<file path="config.mk">
export PLATFORM = sky130hd
export DESIGN_NAME = ysyx_23060208_rd_arbiter
export DESIGN_NICKNAME = d
export VERILOG_FILES = /design/src/rtl/ysyx_23060208_rd_arbiter.sv
export SDC_FILE = /design/constraint.sdc
export NUM_CORES = 1
export LEC_CHECK = 0
export ABC_CLOCK_PERIOD_IN_PS = 1940
export CAP_MARGIN = 20
export CORE_MARGIN = 5
export CORE_UTILIZATION = 32
export CTS_CLUSTER_DIAMETER = 120
export CTS_CLUSTER_SIZE = 25
export DETAILED_ROUTE_END_ITERATION = 10
export HOLD_SLACK_MARGIN = 0.05
export PLACE_DENSITY = 0.82
export SYNTH_ARGS = -nofsm -noshare
export SYNTH_HDL_FRONTEND = slang
export SYNTH_SLANG_ARGS = --single-unit
</file>
<file path="constraint.sdc">
create_clock -name clk -period 1.94 [get_ports clk]
set_input_delay 0.388 -clock clk [delete_from_list [all_inputs] [get_ports clk]]
set_output_delay 0.388 -clock clk [all_outputs]
set_load 0.005 [all_outputs]
</file>
<file path="src/rtl/ysyx_23060208_rd_arbiter.sv">
// Two-master (IFU = m0, LSU = m1) read-channel arbiter sharing one slave.
// Only one read is outstanding at a time; ties are broken round-robin.
module ysyx_23060208_rd_arbiter #(
  parameter int DATA_WIDTH = 32
) (
  input  logic                  clk,
  input  logic                  rst,

  input  logic [DATA_WIDTH-1:0] m0_araddr,
  input  logic                  m0_arvalid,
  output logic                  m0_arready,
  output logic [DATA_WIDTH-1:0] m0_rdata,
  output logic [1:0]            m0_rresp,
  output logic                  m0_rvalid,
  input  logic                  m0_rready,

  input  logic [DATA_WIDTH-1:0] m1_araddr,
  input  logic                  m1_arvalid,
  output logic                  m1_arready,
  output logic [DATA_WIDTH-1:0] m1_rdata,
  output logic [1:0]            m1_rresp,
  output logic                  m1_rvalid,
  input  logic                  m1_rready,

  output logic [DATA_WIDTH-1:0] s_araddr,
  output logic                  s_arvalid,
  input  logic                  s_arready,
  input  logic [DATA_WIDTH-1:0] s_rdata,
  input  logic [1:0]            s_rresp,
  input  logic                  s_rvalid,
  output logic                  s_rready,

  output logic [1:0]            grant_o,
  output logic [1:0]            state_o
);

  // Handshakes: a transfer happens on a rising edge where valid and ready
  // are both 1; a master holds valid and payload stable until it does.
  localparam logic [1:0] IDLE = 2'd0;
  localparam logic [1:0] ADDR = 2'd1;
  localparam logic [1:0] DATA = 2'd2;

  logic [1:0]            state_q, state_d;
  logic                  last_q, last_d;    // 1 = LSU granted most recently
  logic                  owner_q, owner_d;  // 1 = LSU owns the transaction
  logic [DATA_WIDTH-1:0] addr_q, addr_d;

  logic in_idle, in_addr, in_data;
  logic win1, ar_fire, r_fire;

  // Decodes are qualified with rst so every output is 0 while reset is held.
  assign in_idle = rst && (state_q == IDLE);
  assign in_addr = rst && (state_q == ADDR);
  assign in_data = rst && (state_q == DATA);

  assign win1    = m1_arvalid && (!m0_arvalid || !last_q);
  assign ar_fire = in_idle && (m0_arvalid || m1_arvalid);
  assign r_fire  = s_rvalid && s_rready;

  assign m0_arready = ar_fire && !win1;
  assign m1_arready = ar_fire && win1;

  assign s_arvalid = in_addr;
  assign s_araddr  = in_addr ? addr_q : '0;
  assign s_rready  = in_data && (owner_q ? m1_rready : m0_rready);

  assign m0_rvalid = in_data && !owner_q && s_rvalid;
  assign m0_rdata  = (in_data && !owner_q) ? s_rdata : '0;
  assign m0_rresp  = (in_data && !owner_q) ? s_rresp : 2'b00;
  assign m1_rvalid = in_data && owner_q && s_rvalid;
  assign m1_rdata  = (in_data && owner_q) ? s_rdata : '0;
  assign m1_rresp  = (in_data && owner_q) ? s_rresp : 2'b00;

  assign grant_o = (in_addr || in_data) ? (owner_q ? 2'b10 : 2'b01) : 2'b00;
  assign state_o = state_q;

  always_comb begin
    state_d = state_q;
    last_d  = last_q;
    owner_d = owner_q;
    addr_d  = addr_q;
    case (state_q)
      IDLE: begin
        if (ar_fire) begin
          state_d = ADDR;
          last_d  = win1;
          owner_d = win1;
          addr_d  = win1 ? m1_araddr : m0_araddr;
        end
      end
      ADDR: begin
        if (s_arready) state_d = DATA;
      end
      DATA: begin
        if (r_fire) state_d = IDLE;
      end
      default: state_d = IDLE;
    endcase
  end

  // last_q resets to LSU so the IFU wins the first tie after reset.
  always_ff @(posedge clk or negedge rst) begin
    if (!rst) begin
      state_q <= IDLE;
      last_q  <= 1'b1;
      owner_q <= 1'b0;
      addr_q  <= '0;
    end else begin
      state_q <= state_d;
      last_q  <= last_d;
      owner_q <= owner_d;
      addr_q  <= addr_d;
    end
  end

endmodule

</file>
==> results.yml <==
worst_setup_path:
  crit_path_start_kind: "register"
  timing.critical_path.to_type: "output pin"
  critical_path.cell_chain: "nand2b_4, nor2_4, buf_6, buf_8, buf_16, buf_12, and2_4, buf_6"
  crit_required_ns: 1.55
  slowest_stage_delay_on_critical_path_ns: 0.46
  critPathMaxFanout: 6
  worst_path_most_repeated_cell: "buf_6"
  timing_worst_setup_path_type: "register to output pin"
  critical_path_arrival_ns: 1.67
  critical_path.slowest_cell: "dfrtp_2"
clock_tree:
  clk_pin_slew_ns: 0.08
  clk_buf_depth: 2
  cts_inserted_buffers: 5
  post_cts_hold_buffer_count: 0
  htree_levels: 2
  cts-root-buf: "clkbuf_8"
  cts_num_sinks: 36
  clk_latency_ns: 0.29
  tritoncts_clock_tree: "built"
route:
  drt-total-wl_um: 13000
  via_per_inst: 5.27
  vias: 3203
  route.detailed.drc: 0
  route.detailed.wl_per_inst_um: 21.4
  initial_drc_count: 154
  firstDrtPassIters: 4
  detail-route-antenna-nets: 0
die:
  start_util_pct: 33.2
  die_h_um: 97.0
  coreArea_sq_um: 7290
  floorplan.die_area_sq_um: 9400
  die_w_um: 97.0
  rows: 31
  pin_count: 216
sta:
  skew_ns: 0.0103
  timing.slew.headroom_pct: 72.5
  setup_violations: 29
  totalNegativeSetupSlack_ns: -1.23
  whs_ns: 0.130
  worst_path_setup_slack_after_routing_ns: -0.121
  finalHoldViolations: 0
  finalWorstPathRequiredPeriod_ns: 2.06
  period_share_pct: 106
  timing.fmax_mhz: 485
  worst_pin_slew_ns: 0.412
  final_max_slew_viol_count: 0
  rsz_0062_raised_after_global_routing: "yes"
yosys:
  synthArstFlopShare_pct: 100
  synthCells: 257
  synthesis.area_per_instance_sq_um: 9.42
  synth.yosys.warnings: 0
  yosys-top-cells-area: "dfrtp_1, and2_1, a221o_1"
  synth_area_sq_um: 2420
  synth_edf_count: 0
  synth.net_count: 363
  synth_top_area_cell: "dfrtp_1"
  synth-seq-area-share_pct: 37.3
  yosys_register_bits: 36
  yosysUniqueCellTypes: 23
  netlist.area_leader.share_pct: 36.2
  synth_ff_type: "dfrtp_1"
pwr:
  leakage_component_of_the_power_nw: 2.53
  power.density_nw_per_um2: 887
  irDropWorstVdd_uv: 404
grt:
  via_count_of_the_first_global_routing_pass: 3169
  grt_first_pass_wirelength_um: 19000
  global_route_usage_over_all_layers_pct: 25.3
  grt_max_degree: 35
  grt_antenna_before_repair: 3
  grt-ovfl-total: 0
placed_design:
  port_buffers: 215
  detailed_place_hpwl_um: 8740
  place.gp.congestion: 0.833
job:
  cap_violations: 0
final_layout:
  drive_above_1_share_pct: 41.7
  num-nets-final: 611
  final_util_pct: 70.7
  area.growth.synth_to_final_pct: 113
run_status:
  failing_checks: "setup timing"
  status: "finished with violations"
min_path:
  worst_hold_path_type: "input pin to async pin"
[power by group]
part	internal, mW	total, mW	switching [mW]
combinational	1.60	2.70	1.11
clock	0.251	0.535	0.284
sequential	1.12	1.34	0.222
[sequential cells by signal (all words and copies together), names as in the netlist]
name     cells
state_o      2
addr_q      32
owner_q      1
last_q       1
[final timing paths]
kind / startpoint / end / slack, ns / cells after the start
worst max register to register: state_o[0] / addr_q[23] / 0.17 / 8
min in group clk: addr_q[14] / addr_q[14] / 0.51 / 1
worst min register to register: addr_q[14] / addr_q[14] / 0.51 / 1
worst min-delay path: rst / owner_q / 0.13 / 2
worst max-delay path: state_o[1] / m0_rdata[30] / -0.12 / 8
max in group asynchronous: rst / last_q / 1.32 / 2
[cells in the mapped netlist (all sizes together), types with 2 or more instances]
cell and count:
o21ai 2, a21o 2, nor2 6, buf 16, and3 34, nor2b 2, a221o 32, nand2 3
dfrtp 35, and2 72, nand2b 3, nor3b 33, clkbuf 12
[cell type report]
class	instances	area (sq um)
inverters	1	3.75
well taps	99	124
flip-flops and latches	36	903
diodes	3	7.51
clock buffers	6	72.6
fillers	568	2130
repair buffers	269	2520
clock inverters	2	12.5
multi-input cells	192	1520
[worst max-delay path: cells and delay by family, from the launching register on]
| kind | cells | cell delay, ns |
|---|---|---|
| buf+inv | 5 | 0.62 |
| simple gates | 3 | 0.30 |
| flops | 1 | 0.46 |
[layer usage]
layer	wire, um	vias to the layer above	part of all wire, %	global-route usage, %
met5	0	-	0	0
met4	365	0	2.8	7.67
met3	920	28	7.1	7.77
met2	6830	175	52	45.0
met1	4910	1569	38	29.0
li1	-	1431	-	-
[cell families (layout without fill, tap and decap cells)]
family	Yosys count	after routing	share of synthesized area, %
other	0	3	0
buffers and inverters	29	278	6.51
muxes	1	1	0.465
DFF	36	36	37.3
AOI/OAI and AO/OA	37	37	14.5
and+or+nand+nor	154	154	41.2
[placed cells by master (no fill, tap or decap), types with 2 or more instances in the layout]
| cell type | instances |
|---|---|
| a21o_1 | 2 |
| a221o_1 | 32 |
| and2_1 | 40 |
| and2_4 | 32 |
| and3_1 | 29 |
| and3_4 | 5 |
| buf_12 | 6 |
| buf_16 | 3 |
| buf_2 | 22 |
| buf_4 | 27 |
| buf_6 | 45 |
| buf_8 | 2 |
| clkbuf_16 | 4 |
| clkbuf_2 | 46 |
| clkbuf_8 | 5 |
| clkdlybuf4s50_1 | 106 |
| dfrtp_1 | 34 |
| diode_2 | 3 |
| dlygate4sd2_1 | 6 |
| nand2_1 | 3 |
| nand2b_4 | 2 |
| nor2_1 | 3 |
| nor2_4 | 2 |
| nor3b_1 | 32 |
[per-stage QoR]
step,cell area [sq um],std cells,setup slack (ns),total power [mW]
after CTS,4920,589,-0.225,4.22
final,5160,608,-0.121,4.57
after floorplan,2420,257,0.287,2.31
after detailed placement,4740,564,-0.164,3.49
after global routing,5160,608,-0.191,4.84
after global placement,4740,564,-0.175,3.44
[what timing repair did]
item,in CTS,in global routing
setup buffers,12,14
pin swaps,23,17
cloned,5,6
endpoints found under the setup margin,108,102
endpoints found under the hold margin,0,0
gates resized for setup,277,186
Note: power is estimated with default switching activity, not from simulation.
